**config.mk**
```make
export PLATFORM = sky130hd
export DESIGN_NAME = pipelined_logic_unit
export DESIGN_NICKNAME = d
export VERILOG_FILES = /design/src/rtl/logic_unit_pkg.sv /design/src/rtl/pipelined_logic_unit_skid.sv /design/src/rtl/pipelined_logic_unit.sv
export SDC_FILE = /design/constraint.sdc
export NUM_CORES = 1
export LEC_CHECK = 0
export BUFFER_PORTS_ARGS = -buffer_cell sky130_fd_sc_hd__buf_2
export CAP_MARGIN = 20
export CORE_ASPECT_RATIO = 0.9
export CORE_MARGIN = 4
export CORE_UTILIZATION = 40
export DETAILED_ROUTE_END_ITERATION = 8
export GPL_TIMING_DRIVEN = 0
export MAX_ROUTING_LAYER = met4
export PLACE_DENSITY = 0.66
export SETUP_SLACK_MARGIN = 0.4
export SYNTH_ARGS = -nofsm -noshare
export SYNTH_HDL_FRONTEND = slang
export SYNTH_HIERARCHICAL = 1
export SYNTH_SLANG_ARGS = --single-unit
```
**constraint.sdc**
```tcl
create_clock -name clk -period 1.85 [get_ports clk]
set_input_delay 0.0925 -clock clk [delete_from_list [all_inputs] [get_ports clk]]
set_output_delay 0.0925 -clock clk [all_outputs]
set_load 0.005 [all_outputs]
```
**src/rtl/logic_unit_pkg.sv**
```systemverilog
// rtl/logic_unit_pkg.sv - op encodings and bitwise op function for pipelined_logic_unit
package logic_unit_pkg;

    // Widest operand the shared op function handles; callers zero-extend and truncate.
    localparam int LU_MAX_W = 64;

    localparam logic [2:0] OP_AND  = 3'd0;
    localparam logic [2:0] OP_OR   = 3'd1;
    localparam logic [2:0] OP_NAND = 3'd2;
    localparam logic [2:0] OP_NOR  = 3'd3;
    localparam logic [2:0] OP_XOR  = 3'd4;
    localparam logic [2:0] OP_XNOR = 3'd5;
    localparam logic [2:0] OP_NOT  = 3'd6;
    localparam logic [2:0] OP_PASS = 3'd7;

    // Bitwise ops are position-independent, so a caller may keep only its low WIDTH bits.
    function automatic logic [LU_MAX_W-1:0] logic_op(
        input logic [2:0]          op,
        input logic [LU_MAX_W-1:0] a,
        input logic [LU_MAX_W-1:0] b
    );
        logic [LU_MAX_W-1:0] r;
        case (op)
            OP_AND:  r = a & b;
            OP_OR:   r = a | b;
            OP_NAND: r = ~(a & b);
            OP_NOR:  r = ~(a | b);
            OP_XOR:  r = a ^ b;
            OP_XNOR: r = ~(a ^ b);
            OP_NOT:  r = ~a;
            default: r = a;
        endcase
        return r;
    endfunction

endpackage

```
**src/rtl/pipelined_logic_unit_skid.sv**
```systemverilog
// rtl/pipelined_logic_unit_skid.sv - generic output register plus one-entry skid stage
module lu_skid_buffer #(
    parameter int DATA_W = 10
) (
    input  logic              clk,
    input  logic              rst_n,
    input  logic              in_valid,
    output logic              in_ready,
    input  logic [DATA_W-1:0] in_data,
    output logic              out_valid,
    input  logic              out_ready,
    output logic [DATA_W-1:0] out_data
);

    logic              sk_valid;
    logic [DATA_W-1:0] sk_data;
    logic              in_fire;
    logic              or_free;

    // in_ready is a flop mirroring !sk_valid, so out_ready never reaches it combinationally.
    assign in_fire = in_valid && in_ready;
    assign or_free = !out_valid || out_ready;

    // OR refills from SK first (FIFO order), else from the input; a stalled OR diverts the beat to SK.
    always_ff @(posedge clk or negedge rst_n) begin
        if (!rst_n) begin
            out_valid <= 1'b0;
            out_data  <= '0;
            sk_valid  <= 1'b0;
            sk_data   <= '0;
            in_ready  <= 1'b1;
        end else if (or_free) begin
            if (sk_valid) begin
                out_valid <= 1'b1;
                out_data  <= sk_data;
                sk_valid  <= 1'b0;
                in_ready  <= 1'b1;
            end else if (in_fire) begin
                out_valid <= 1'b1;
                out_data  <= in_data;
            end else begin
                out_valid <= 1'b0;
            end
        end else if (in_fire) begin
            sk_valid <= 1'b1;
            sk_data  <= in_data;
            in_ready <= 1'b0;
        end
    end

endmodule

```
**src/rtl/pipelined_logic_unit.sv**
```systemverilog
// rtl/pipelined_logic_unit.sv - registered eight-op bitwise unit with skid buffer and result counter
module pipelined_logic_unit
    import logic_unit_pkg::*;
#(
    parameter int WIDTH = 8,
    parameter int CNT_W = 16
) (
    input  logic             clk,
    input  logic             rst_n,
    input  logic             in_valid,
    output logic             in_ready,
    input  logic [2:0]       op,
    input  logic [WIDTH-1:0] a,
    input  logic [WIDTH-1:0] b,
    output logic             out_valid,
    input  logic             out_ready,
    output logic [WIDTH-1:0] y,
    output logic             y_ones,
    output logic             y_zero,
    output logic [CNT_W-1:0] result_cnt
);

    logic [WIDTH-1:0] res;
    logic             res_ones;
    logic             res_zero;

    // Result and flags are formed at the input so they travel through the buffer together.
    always_comb begin
        res      = WIDTH'(logic_op(op, LU_MAX_W'(a), LU_MAX_W'(b)));
        res_ones = &res;
        res_zero = ~|res;
    end

    lu_skid_buffer #(
        .DATA_W (WIDTH + 2)
    ) u_skid (
        .clk       (clk),
        .rst_n     (rst_n),
        .in_valid  (in_valid),
        .in_ready  (in_ready),
        .in_data   ({res_ones, res_zero, res}),
        .out_valid (out_valid),
        .out_ready (out_ready),
        .out_data  ({y_ones, y_zero, y})
    );

    // Count accepted results, sticking at all-ones instead of wrapping.
    always_ff @(posedge clk or negedge rst_n) begin
        if (!rst_n) begin
            result_cnt <= '0;
        end else if (out_valid && out_ready && (result_cnt != {CNT_W{1'b1}})) begin
            result_cnt <= result_cnt + 1'b1;
        end
    end

endmodule

```
==> reports/qor.yml <==
worst_setup_path:
  cp_cell_sequence: "buf_6, inv_2, ha_4, buf_4, and3_1, o221ai_1, a21oi_2, a41oi_2, a2111oi_4, mux2_4, mux2_4"
  startpoint: "b[2]"
  r2r_start: "result_cnt[6]"
  critical_path.max_fanout: 2
  critical_path.startpoint_type: "primary input"
  cp_num_cells: 11
  critPathMaxStageDelay_ns: 0.29
  critPathCapture: "u_skid/out_data[9]"
  timing.rr.end: "result_cnt[1]"
  required_ns: 2.02
  critPathArrivalTime_ns: 1.96
  crit_family: "compound AO/OA/AOI/OAI gates"
  cp_common_cell: "mux2_4"
  path_buf_inv: 3
  ff2ff_path_depth: 4
  r2r_slack_ns: 0.21
  cp_slowest_cell: "o221ai_1"
  critPathKind: "primary input to flip-flop"
  end_kind: "flip-flop"
synthesis:
  synth_most_common_cell: "dfrtp_1"
  synth_common_cells: "dfrtp_1, mux2_2, nand2_1"
  synthesis.nets: 336
  ys_warn_count: 6
  synth_cell_types: 54
  synth_edf_count: 0
  yosysTopAreaCell: "dfrtp_1"
  synthTopCellsByArea: "dfrtp_1, mux2_2, ha_1"
  yosys.area.top_type_share_pct: 32.9
  syn-instance-count: 296
  ys_ff_latch: 39
  syn_area_per_cell_um2: 9.77
  yosysSeqAreaShare_pct: 33.8
  async_flop_share_pct: 100
  ys_dominant_reg_cell: "dfrtp_1"
  syn-cell-area_um2: 2890
power_and_ir_drop:
  p_int_mw: 1.71
  powerDensity_nw_per_um2: 533
  switching_share_pct: 26.1
  p_seq_share_pct: 36.8
  comb_power_share_pct: 27.1
  p_sw_mw: 0.605
  leakage_nw: 2.02
  clkPwrFrac_pct: 36.1
  ir_worst_vdd_mv: 0.392
placed_design:
  routabilityCongestion: 0.871
  io_buffers: 48
  hpwl_um: 4850
  placed_cell_area_um2: 3360
clock_tree:
  cts-buffers-inserted: 5
  cts_tree: "done"
  path_clk_slew_ns: 0.08
  cts_root_buf: "clkbuf_8"
  cts.htree.levels: 2
  clkLatencyLatePin_ns: 0.28
  clock_tree.buffer_depth: 2
  clock_sinks: 39
layout:
  fill_cells: 560
  area.sequential_um2: 978
  diodes: 0
  utilization_pct: 61.7
  multi_input_area_um2: 2190
  nets: 424
  drive_gt1_share_pct: 54.8
  syn2layout_area_growth_pct: 50.3
  finish.instance_area_um2: 4350
global_route:
  overflow: 0
  grt_use_total_pct: 18.3
  grt_pass1_vias: 2616
  grt_pass1_wl_um: 12600
  antenna_found_initial: 0
  grt_max_degree: 40
die:
  dieHeight_um: 88.7
  core_area_um2: 7040
  core.rowCount: 29
  die-width_um: 97.6
  initial_core_util_pct: 41.1
  ios: 51
  dieArea_um2: 8650
drt:
  wire_per_inst_um: 16.9
  vias: 2552
  wl_um: 8070
  avgViaCountPerCell: 5.34
  antenna_left: 0
  drt_iter0_markers: 151
  drt_pre_antenna_iters: 6
  drcViolationCount: 0
timing:
  whs_ns: 0.0233
  rsz0062_at_grt: "yes"
  fin_crit_ns: 1.79
  relSlewSlack_pct: 43.1
  hold_viol: 0
  setup_violations: 0
  finalCritPeriodShare_pct: 96.7
  finClkSkew_ns: 0.00925
  timing.final.max_slew_violations: 0
  fmax_mhz: 559
  worst_pin_slew_ns: 0.854
run:
  cap_violations: 0
hold_path:
  hp-class: "primary input to flip-flop"
outcome:
  status: "complete, no violations"
## kinds of logic (layout without fill, tap and decap cells)
logic type	after synthesis	after routing	synth area share [%]
AO/OA/AOI/OAI	48	48	11.5
adder cells (fa/ha/maj)	17	17	7.36
XOR/XNOR	27	27	8.18
AND/OR/NAND/NOR	95	95	18.3
multiplexers	37	37	15.5
buffers and inverters	33	122	5.32
flip-flops	39	39	33.8
## worst min path at each step
stage,startpoint,end,slack [ns],cells after the start
floorplan,rst_n,result_cnt[0],-0.20,0
global placement,rst_n,result_cnt[9],0.25,1
detailed placement,rst_n,result_cnt[10],0.25,1
CTS,in_valid,u_skid/in_ready,0.02,2
global route,in_valid,u_skid/in_ready,0.02,2
finish,in_valid,u_skid/in_ready,0.02,2
## layout by cell type (no fill, tap or decap), drive strengths merged, types with 4 or more instances in the layout
master / synthesis / routed
a21oi: 17 / 17
and3: 5 / 5
buf: 11 / 89
clkbuf: 2 / 9
dfrtp: 38 / 38
ha: 17 / 17
inv: 20 / 19
mux2: 32 / 32
mux2i: 5 / 5
nand2: 22 / 22
nand2b: 4 / 4
nand3: 8 / 8
nand4: 11 / 11
nor2: 16 / 16
nor2b: 4 / 4
nor3: 9 / 9
o21ai: 9 / 9
or2: 4 / 4
xnor2: 19 / 19
xor2: 8 / 8
## registers in the layout, indices dropped and copies added, names as in the netlist
register,flops
result_cnt,16
u_skid/out_data,10
u_skid/sk_data,10
u_skid/in_ready,1
u_skid/out_valid,1
u_skid/sk_valid,1
## routing by layer
metal | routed length, um | vias to the layer above | part of all wire, % | track usage (%)
met4 | 91 | 0 | 1.1 | 3.52
met1 | 3660 | 1219 | 45 | 24.7
met5 | 0 | - | 0 | -
li1 | - | 1237 | - | -
met2 | 3910 | 84 | 48 | 29.3
met3 | 402 | 12 | 5.0 | 2.99
## area by class of cell
class / count / area share [%]
Inverter: 20 / 2.39
Tap cell: 93 / 2.68
Clock buffer: 6 / 1.67
Clock inverter: 2 / 1.38
Sequential cell: 39 / 22.5
Timing Repair Buffer: 81 / 15.8
Multi-Input combinational cell: 224 / 50.4
Buffer: 13 / 3.17
## power groups by stage
stage	clock network, mW	registers, mW	logic, mW
2_1_floorplan	0	0.869	0.274
4_1_cts	0.844	0.852	0.514
3_5_place_dp	0	0.869	0.387
5_1_grt	0.895	0.852	0.674
3_3_place_gp	0	0.869	0.380
6_report	0.836	0.852	0.629
## metrics by stage
stage	worst slack [ns]	std cells	power, mW	TNS, ns
final	0.0619	478	2.32	0
after floorplan	0.0334	296	1.14	0
after global placement	-0.328	437	1.25	-1.21
after global routing	0.0850	478	2.42	0
after detailed placement	-0.389	437	1.26	-1.40
after CTS	0.0191	471	2.21	0
## timing repair
action                                  CTS  global route
cloned                                    3             1
hold endpoints to repair                 38             0
endpoints found under the setup margin   26            30
hold buffers                              1             0
setup buffers                            22             6
resized for setup                        64            60
pin swaps                                24            26
Note: power is estimated with default switching activity, not from simulation.
